`config.mk`:
```
export PLATFORM = sky130hd
export DESIGN_NAME = div_seq
export DESIGN_NICKNAME = d
export VERILOG_FILES = /design/src/rtl/div_seq.sv
export SDC_FILE = /design/constraint.sdc
export NUM_CORES = 1
export LEC_CHECK = 0
export BUFFER_PORTS_ARGS = -buffer_cell sky130_fd_sc_hd__buf_2
export CAP_MARGIN = 15
export CORE_UTILIZATION = 30
export DETAILED_ROUTE_END_ITERATION = 8
export GPL_ROUTABILITY_DRIVEN = 0
export PLACE_DENSITY = 0.51
export SETUP_SLACK_MARGIN = 0.4
export SKIP_CTS_REPAIR_TIMING = 1
export SLEW_MARGIN = 20
export SYNTH_ARGS = -nofsm -noshare
export SYNTH_HDL_FRONTEND = slang
export SYNTH_SLANG_ARGS = --single-unit
```
`constraint.sdc`:
```
create_clock -name clk -period 3.8 [get_ports clk]
set_input_delay 0.76 -clock clk [delete_from_list [all_inputs] [get_ports clk]]
set_output_delay 0.76 -clock clk [all_outputs]
set_load 0.05 [all_outputs]
```
`src/rtl/div_seq.sv`:
```
// Sequential 8-bit by 4-bit unsigned restoring divider.
// Produces one quotient bit per clock, MSB first, and pulses done when the result registers load.
`timescale 1ns/1ps
module div_seq (
    input  logic       clk,
    input  logic       rst_n,
    input  logic       start,
    input  logic [7:0] dividend,
    input  logic [3:0] divisor,
    output logic       ready,
    output logic       done,
    output logic [7:0] quotient,
    output logic [3:0] remainder,
    output logic       dbz
);

    typedef enum logic [1:0] {
        IDLE = 2'd0,
        CALC = 2'd1,
        DONE = 2'd2
    } state_e;

    state_e      state_q, state_d;
    logic [2:0]  cnt_q, cnt_d;
    logic [7:0]  work_q, work_d;
    logic [3:0]  dvs_q, dvs_d;
    logic [3:0]  part_q, part_d;
    logic [7:0]  quo_q, quo_d;
    logic [3:0]  rem_q, rem_d;
    logic        dbz_q, dbz_d;
    logic        done_q, done_d;
    logic        ready_q, ready_d;

    // work_q starts as the dividend; quotient bits enter at the LSB as dividend bits leave at the MSB.
    logic [4:0]  shifted;
    logic        fits;
    logic [3:0]  diff;
    logic [7:0]  work_shift;

    assign shifted    = {part_q, work_q[7]};
    assign fits       = (shifted >= {1'b0, dvs_q});
    // When fits is set the difference is below the divisor, so four bits hold it exactly.
    assign diff       = shifted[3:0] - dvs_q;
    assign work_shift = {work_q[6:0], fits};

    always_comb begin
        state_d = state_q;
        cnt_d   = cnt_q;
        work_d  = work_q;
        dvs_d   = dvs_q;
        part_d  = part_q;
        quo_d   = quo_q;
        rem_d   = rem_q;
        dbz_d   = dbz_q;

        case (state_q)
            IDLE: begin
                if (start) begin
                    dvs_d  = divisor;
                    work_d = dividend;
                    part_d = 4'd0;
                    cnt_d  = 3'd0;
                    if (divisor == 4'd0) begin
                        state_d = DONE;
                        quo_d   = 8'hFF;
                        rem_d   = 4'd0;
                        dbz_d   = 1'b1;
                    end else begin
                        state_d = CALC;
                    end
                end
            end
            CALC: begin
                work_d = work_shift;
                part_d = fits ? diff : shifted[3:0];
                cnt_d  = cnt_q + 3'd1;
                if (cnt_q == 3'd7) begin
                    state_d = DONE;
                    quo_d   = work_shift;
                    rem_d   = fits ? diff : shifted[3:0];
                    dbz_d   = 1'b0;
                end
            end
            DONE: begin
                state_d = IDLE;
            end
            default: begin
                state_d = IDLE;
            end
        endcase

        // Handshake outputs follow the next state so they are registered yet aligned with it.
        ready_d = (state_d == IDLE);
        done_d  = (state_d == DONE);
    end

    always_ff @(posedge clk or negedge rst_n) begin
        if (!rst_n) begin
            state_q <= IDLE;
            cnt_q   <= 3'd0;
            work_q  <= 8'd0;
            dvs_q   <= 4'd0;
            part_q  <= 4'd0;
            quo_q   <= 8'd0;
            rem_q   <= 4'd0;
            dbz_q   <= 1'b0;
            done_q  <= 1'b0;
            ready_q <= 1'b1;
        end else begin
            state_q <= state_d;
            cnt_q   <= cnt_d;
            work_q  <= work_d;
            dvs_q   <= dvs_d;
            part_q  <= part_d;
            quo_q   <= quo_d;
            rem_q   <= rem_d;
            dbz_q   <= dbz_d;
            done_q  <= done_d;
            ready_q <= ready_d;
        end
    end

    assign ready     = ready_q;
    assign done      = done_q;
    assign quotient  = quo_q;
    assign remainder = rem_q;
    assign dbz       = dbz_q;

endmodule

```
==> impl.org, run 1 <==
** Hold path
- The min-delay analysis places its worst path in the category reg2reg.

** Logic synthesis
- Area leader, netlist :: dfrtp_1
- Number of flip-flops and latches in the synthesized netlist :: 36
- Multiplexer cells account for 3.02% of the synthesized area.
- Average footprint of a synthesized cell :: 10.3 µm²
- Cell count after synthesis :: 164
- Share of synthesized cell area in full adder, half adder and majority cells :: 5.60%
- By area, the combinational part of the netlist is dominated by simple AND/OR/NAND/NOR gates.
- Cell Area, Synth :: 1700 µm²
- After Yosys synthesis, XOR and XNOR cells account for 0.516% of the synthesized area.
- Ranked by total cell area, the synthesized netlist is headed by dfrtp_1 (52%), nand2_1 (7.3%), ha_1 (4.4%), nor2_1 (3.5%), a31oi_1 (3.3%).
- The synthesized netlist devotes 17.3% of its cell area to simple gates.
- For this run, the leading register cell type out of synthesis is dfrtp_1.
- The synthesized design devotes to its leading area cell type 51.6% of total area.
- Summing the areas of all compound-gate instances in the mapped netlist gives 15.6% of the synthesized area.
- Net count after synthesis :: 186
- Yosys mapped the design onto 41 distinct sky130hd cell types.
- Yosys warning total :: 0
- Counting flops with an async set or reset pin after synthesis yields a share of 100%.
- After synthesis, flip-flops and latches occupy 53.2% of the total area.
- Yosys mapped a number of flops with a built-in enable equal to 0.

** Routing
- Number of search-and-repair iterations in the first detailed-routing pass :: 7
- Met3 wire length :: 122 µm
- Using the TritonRoute via totals, the vias-per-cell ratio works out to 4.49.
- The final route contains 1203 vias.
- Wires add up to 3440 µm.
- In this run the remaining antenna-violating nets after routing total 0.
- The detailed router finished its first iteration with 91 violations.
- Wire per inst :: 12.8 µm
- After detailed routing, the number of remaining DRC violations is 0.
- Met1 layer wirelength in the final routing :: 1790 µm
- Detailed routing placed a total of 1460 µm of wire on met2.
- Top layer in use :: met4

** Global route
- In the global route stage, overall resource usage came out at 12.9%.
- Initial antenna violation count :: 0
- Summed over all layers, the global routing overflow is 0.
- Entering global routing, the biggest net connects 37 pins.
- Global-route wire length before repair :: 5820 µm
- Number of global-route vias before repair :: 1181

** Timing
- After routing, the total negative slack on setup checks comes to 0 ns.
- On the final layout, the worst hold slack is 0.495 ns.
- The final number of max-transition violations was 0.
- Setup repair after global routing missed its margin :: false
- Static timing analysis puts the maximum clock frequency at 504 MHz.
- Slew @ Worst Pin :: 0.856 ns
- Worst slew margin :: 42.9%
- For the finished layout, the period the worst path requires is 1.98 ns.
- The total count of hold-check failures in the final report was 0.
- The worst path uses 52.2% of the clock period.
- Setup violations remaining at the end of the flow were counted as 0.
- The clock arrives with 0.00708 ns of skew.

** Layout
- At the end of the flow the core is filled with cells to 36.3%.
- Nets :: 217
- Fraction of final layout cells with drive strength greater than 1 :: 27.0%
- Synth-to-layout area growth :: 17.2%
- Antenna cell count :: 0
- The filler cells instantiated in the layout total 584.
- Post-route insts no fill :: 268

** Pwr
- VDD sags by at most 0.000335 V.
- Leak pwr :: 0.917 nW
- Total chip power :: 2.06 mW
- P per Cell Area :: 1040 nW/µm²

** Die
- The floorplan step set the die height to 77.2 µm.
- Row generation in the floorplan step produced 27 rows.
- Core Area :: 5470 µm²
- Die outline area :: 5960 µm²
- Top-Level Pins :: 30
- Die span in x :: 77.2 µm
- The initial utilization of the core area, before any placement, comes to 31.0%.

** Placed design
- Port Buf Inserts :: 29
- The HPWL after detailed placement is 2270 µm.
- In this run, placement finished with an instance count of 260.

** Job
- Max-capacitance violation count :: 0

** Critical path
- Arrival @ worst endpoint :: 2.11 ns
- Startpoint-to-endpoint class of the critical path :: reg2reg
- Cell with the largest stage delay on the worst path :: dfrtp_1
- Crit end category :: flop
- Crit start category :: flop
- Required time of the critical path :: 3.92 ns
- Of all nets on the critical path, the largest fanout is 5.
- Largest stage delay, worst path :: 0.41 ns
- The number of buffers and inverters on the critical path is 0.
- Cell type group with the largest total delay on the critical path :: compound AO/OA/AOI/OAI gates
- The signal on the critical path passes through ha_1 -> a21oi_2 -> o21ai_2 -> a21oi_4 -> mux2i_1 -> o21ai_0.

** Clock network
- The clock tree synthesis step divided the H-tree into 2 levels.
- At the later pin of the worst-skew pair, clock insertion delay measures 0.29 ns.
- Counting every sink on the clock net gives 36.
- Clock tree synthesis inserted a total of 5 buffers.
- Clock-pin transition on the worst setup and hold timing paths :: 0.07 ns
- Clock tree from TritonCTS :: built
- The cell sitting at the root of the clock tree is a clkbuf_8.
- No sink is reached through more buffers than the 2 on the longest clock path.

** Status
- Status :: finished clean
-- synth_stat cells, drive strengths merged (2+ instances only) --
| library cell | n |
|---|---|
| nand3 | 3 |
| ha | 6 |
| dfrtp | 35 |
| o21ai | 13 |
| o21a | 2 |
| a21oi | 10 |
| nand2 | 34 |
| a31oi | 9 |
| inv | 6 |
| nor2 | 17 |
| mux2 | 3 |
| nor2b | 2 |
| clkbuf | 3 |
| buf | 3 |
-- kinds of logic (layout without fill, tap and decap cells) --
logic type,Yosys count,in the layout
fa+ha+maj,7,7
xor+xnor,1,1
compound gates,40,40
simple gates,63,63
flops,36,36
mux,4,4
buf+inv,13,45
-- path summary, 6_finish.rpt --
check	startpoint	end	slack [ns]	cells after the start
setup / recovery	part_q[1]	part_q[2]	1.82	6
hold / removal	part_q[3]	part_q[3]	0.50	1
setup reg to reg	part_q[1]	part_q[2]	1.82	6
hold reg to reg	part_q[3]	part_q[3]	0.50	1
max in group asynchronous	rst_n	part_q[3]	2.73	1
min in group asynchronous	rst_n	dvs_q[2]	0.56	1
-- cell usage in the layout, fill, tap and decap left out, drive strengths merged, types with 2 or more instances in the layout --
master	synthesis	routed
nand2	34	34
ha	6	6
nand3	3	3
o21a	2	2
a31oi	9	9
clkbuf	3	8
inv	6	6
dfrtp	35	35
a21oi	10	10
buf	3	30
nor2b	2	2
nor2	17	17
mux2	3	3
o21ai	13	13
-- flip-flops by register name, indices dropped and copies added (netlist names) --
register,flops
quotient,8
work_q,8
dvs_q,4
part_q,4
remainder,4
cnt_q,3
state_q,2
dbz,1
done,1
ready,1
-- cell type report --
type | instances | area (µm²) | share of cell area [%]
sequential | 36 | 902 | 45.4
multi-input combinational | 115 | 714 | 35.9
timing repair buffer | 30 | 153 | 7.68
clock buffer | 8 | 90.1 | 4.53
tap | 72 | 90.1 | 4.53
inverter | 7 | 38.8 | 1.95
-- power breakdown --
| part | switching (mW) | internal [mW] |
|---|---|---|
| logic | 0.719 | 0.393 |
| clock network | 0.133 | 0.148 |
| registers | 0.101 | 0.566 |
| total | 0.953 | 1.11 |
-- worst register-to-register path, stage by stage, from the launching register on --
cell and delay [ns]:
dfrtp_1 0.41, ha_1 0.34, a21oi_2 0.22, o21ai_2 0.12
a21oi_4 0.27, mux2i_1 0.34, o21ai_0 0.13
-- per-layer routing --
metal / vias up / GRT usage, %
met2: 25 / 18.7
li1: 621 / -
met4: 0 / 5.09
met1: 550 / 17.8
met5: - / 0
met3: 7 / 3.93
-- per-stage QoR --
step | setup slack, ns | area, µm²
3_3_place_gp | 1.65 | 1900
6_report | 1.82 | 1990
4_1_cts | 1.83 | 1990
2_1_floorplan | 1.95 | 1700
3_5_place_dp | 1.62 | 1900
5_1_grt | 1.65 | 1990
Power figures use the tool's default switching activity.
==> inputs of run 2 (changes only) <==
--- a/config.mk
+++ b/config.mk
@@ -10,7 +10,7 @@
 export CORE_UTILIZATION = 30
 export DETAILED_ROUTE_END_ITERATION = 8
 export GPL_ROUTABILITY_DRIVEN = 0
-export PLACE_DENSITY = 0.51
+export PLACE_DENSITY = 0.53
 export SETUP_SLACK_MARGIN = 0.4
 export SKIP_CTS_REPAIR_TIMING = 1
 export SLEW_MARGIN = 20
==> constraint.sdc (replaced) <==
create_clock -name clk -period 1.7 [get_ports clk]
set_input_delay 0.34 -clock clk [delete_from_list [all_inputs] [get_ports clk]]
set_output_delay 0.34 -clock clk [all_outputs]
set_load 0.05 [all_outputs]
==> run 2 against run 1 <==
- core utilization is 8.5 points higher
- hold slack worse by 0.42 ns
- clock skew down 0.00067 ns
- power increased to 2.8 times the previous value
- final cell count is 10% higher
- sequential share of layout area fell by 8.6 points
- die area did not move
- global-route usage increased by 0.80 points
- non-clock buffer count increased by 27
- sequential cell count stayed put
==> impl.org, run 2 (synthesis results as in run 1) <==
** Timing
- The worst setup skew after layout is 0.00641 ns (-0.000673 ns).
- The final setup violation count is 0 (unchanged).
- The final clock period utilization by the worst path is 99.9% (+48 points).
- The final critical delay including setup and external delays came to 1.70 ns (-0.284 ns).
- Setup repair after global routing missed its margin :: true
- The total count of hold-check failures in the final report is 0 (unchanged).
- Worst slew margin :: 67.8% (+25 points)
- The worst path setup slack after routing was 0.00161 ns (-1.82 ns).
- Slew @ Worst Pin :: 0.483 ns (-0.373 ns)
- Pins over their slew limit :: 0 (unchanged)
- The maximum achievable frequency was 589 MHz (+17%).

** Placed design
- Instance area at placement :: 2060 µm² (+8.6%)
- Cell total after placement :: 273 (+5.0%)
- The placement-stage worst setup slack came to -0.0395 ns (-1.66 ns).
- Port Buf Inserts :: 29 (unchanged)
- The detailed placer's ending HPWL is 2510 µm (+11%).

** Routing
- The wire length reported by the detailed router is 3750 µm (+9.0%).
- Number of search-and-repair iterations in the first detailed-routing pass :: 4 (-3)
- Via density per instance :: 4.55 (+1.4%)
- Wire per inst :: 12.7 µm (-0.95%)
- The DRC violations left was 0 (unchanged).
- The via count was 1343 (+12%).
- Iter 0 DRT Violations :: 50 (-45%)
- The count of nets left with antenna violations after detail routing was 0 (unchanged).

** Global route
- The maximum number of pins on one net before global-route repair came to 37 (unchanged).
- GRT Overall Usage :: 13.7% (+0.80 points)
- Number of global-route vias before repair :: 1323 (+12%)
- Global-route congestion overflow total :: 0 (unchanged)
- The initial antenna violation count came to 0 (unchanged).
- Global-route wire length before repair :: 6210 µm (+6.6%)

** Critical path
- Depth of the worst register-to-register path :: 7 (+1)
- Arrival @ worst endpoint :: 1.87 ns (-0.24 ns)
- Top fanout value on the critical path :: 4 (-1)
- Reg-to-reg critical path endpoint :: part_q[2]
- The data required time at the worst endpoint came to 1.88 ns (-2.04 ns).
- Startpoint-to-endpoint class of the critical path :: reg2reg
- STA classifies the critical path endpoint as a flop.
- The worst setup path is launched from a flop.
- Worst reg2reg path startpoint :: part_q[1]
- The reg2reg setup slack came to 0.002 ns (-1.82 ns).

** Clock network
- Clock net sink count :: 36 (unchanged)
- CTS H-tree depth :: 2 (unchanged)
- The insertion delay to the later sink of the worst-skew pair came to 0.29 ns (about the same).
- The post-CTS clock slew at the launch and capture registers of the worst setup and hold paths was 0.07 ns (about the same).
- CTS root buf :: clkbuf_8
- Num CTS Buffers :: 5 (unchanged)
- TritonCTS built the clock tree.
- The clock tree buffer depth came to 2 (unchanged).

** Pwr
- The worst voltage drop across the vdd grid is 0.000782 V (+130%).
- P per Cell Area :: 2340 nW/µm² (+130%)
- Leak pwr :: 1.09 nW (+19%)
- The post-route total power was 5.75 mW (+180%).

** Layout
- Register cell area after layout :: 902 µm² (unchanged)
- Multi-input combinational cell area :: 887 µm² (+24%)
- Finished layout cell area :: 2450 µm² (+23%)
- The area growth from synthesis to layout is 44.5%.
- The antenna cell count was 0 (unchanged).
- The count of fill cells added during filler insertion is 543 (-7.0%).
- The final-stage net count is 244 (+12%).
- Final Core Density :: 44.8% (+8.5 points)
- The library cell used most frequently in the layout, excluding fill and tap cells, is dfrtp_1.
- The number of standard cells in the final layout excluding fillers is 295 (+10%).
- The proportion of layout cells with a drive suffix above 1 came to 51.1% (+24 points).
- The top cell types in the final layout, fill and taps aside, are dfrtp_1 (35), nand2_1 (31), buf_4 (29).

** Die
- Floorplan die height :: 77.2 µm (unchanged)
- Total number of placement rows :: 27 (unchanged)
- The number of top-level pins came to 30 (unchanged).
- Core Area :: 5470 µm² (unchanged)
- Die outline area :: 5960 µm² (unchanged)
- The effective utilization at floorplan was 31.0% (unchanged).
- The die boundary width was 77.2 µm (unchanged).

** Job
- The number of maximum-capacitance constraint violations came to 0 (unchanged).

** Hold path
- The min-delay analysis places its worst path in the category in2async.

** Status
- The flow ran to the end, and the final reports show no timing, DRC or antenna violations.
[run 2: layer usage]
layer | vias to the layer above | GRT usage, % | wire length (µm)
met1 | 635 | 17.5 | 1860
met5 | - | 0 | 0
li1 | 677 | - | -
met4 | 0 | 6.23 | 62
met2 | 26 | 21.3 | 1690
met3 | 5 | 3.81 | 133
[run 2: worst max-delay path: stages, from the launching register on]
cell	delay (ns)
dfrtp_1	0.41
ha_4	0.25
a21oi_4	0.17
o21ai_4	0.10
a21oi_4	0.24
mux2i_1	0.22
buf_4	0.15
o21ai_2	0.05
[run 2: stage by stage]
step,TNS [ns],hold slack [ns]
after floorplan,0,0.0444
after global placement,-0.0912,0.418
after detailed placement,-0.145,0.416
after CTS,-0.299,0.100
after global routing,-0.575,0.117
final,0,0.0740
[run 2: how the worst max path moves through the flow]
stage	cells after the start	slack [ns]	end	from
final	7	0.002	part_q[2]	part_q[1]
after global routing	7	-0.10	remainder[1]	dvs_q[2]
after CTS	7	-0.08	part_q[1]	work_q[7]
after detailed placement	8	-0.04	part_q[2]	work_q[7]
after global placement	7	-0.05	part_q[1]	work_q[7]
after floorplan	6	0.11	part_q[0]	dvs_q[0]
[run 2: where the power goes]
part	total, mW	switching, mW	leakage [nW]	internal [mW]
Clock	0.746	0.311	0.0552	0.435
Combinational	3.45	1.87	0.623	1.57
Sequential	1.56	0.290	0.413	1.27
[run 2: cell type report]
cell class                      instances  area share [%]
Sequential cell                        36            36.8
Multi-Input combinational cell        115            36.2
Timing Repair Buffer                   57            17.4
Tap cell                               72            3.67
Clock buffer                            6            2.96
Inverter                                7            1.58
Clock inverter                          2            1.43
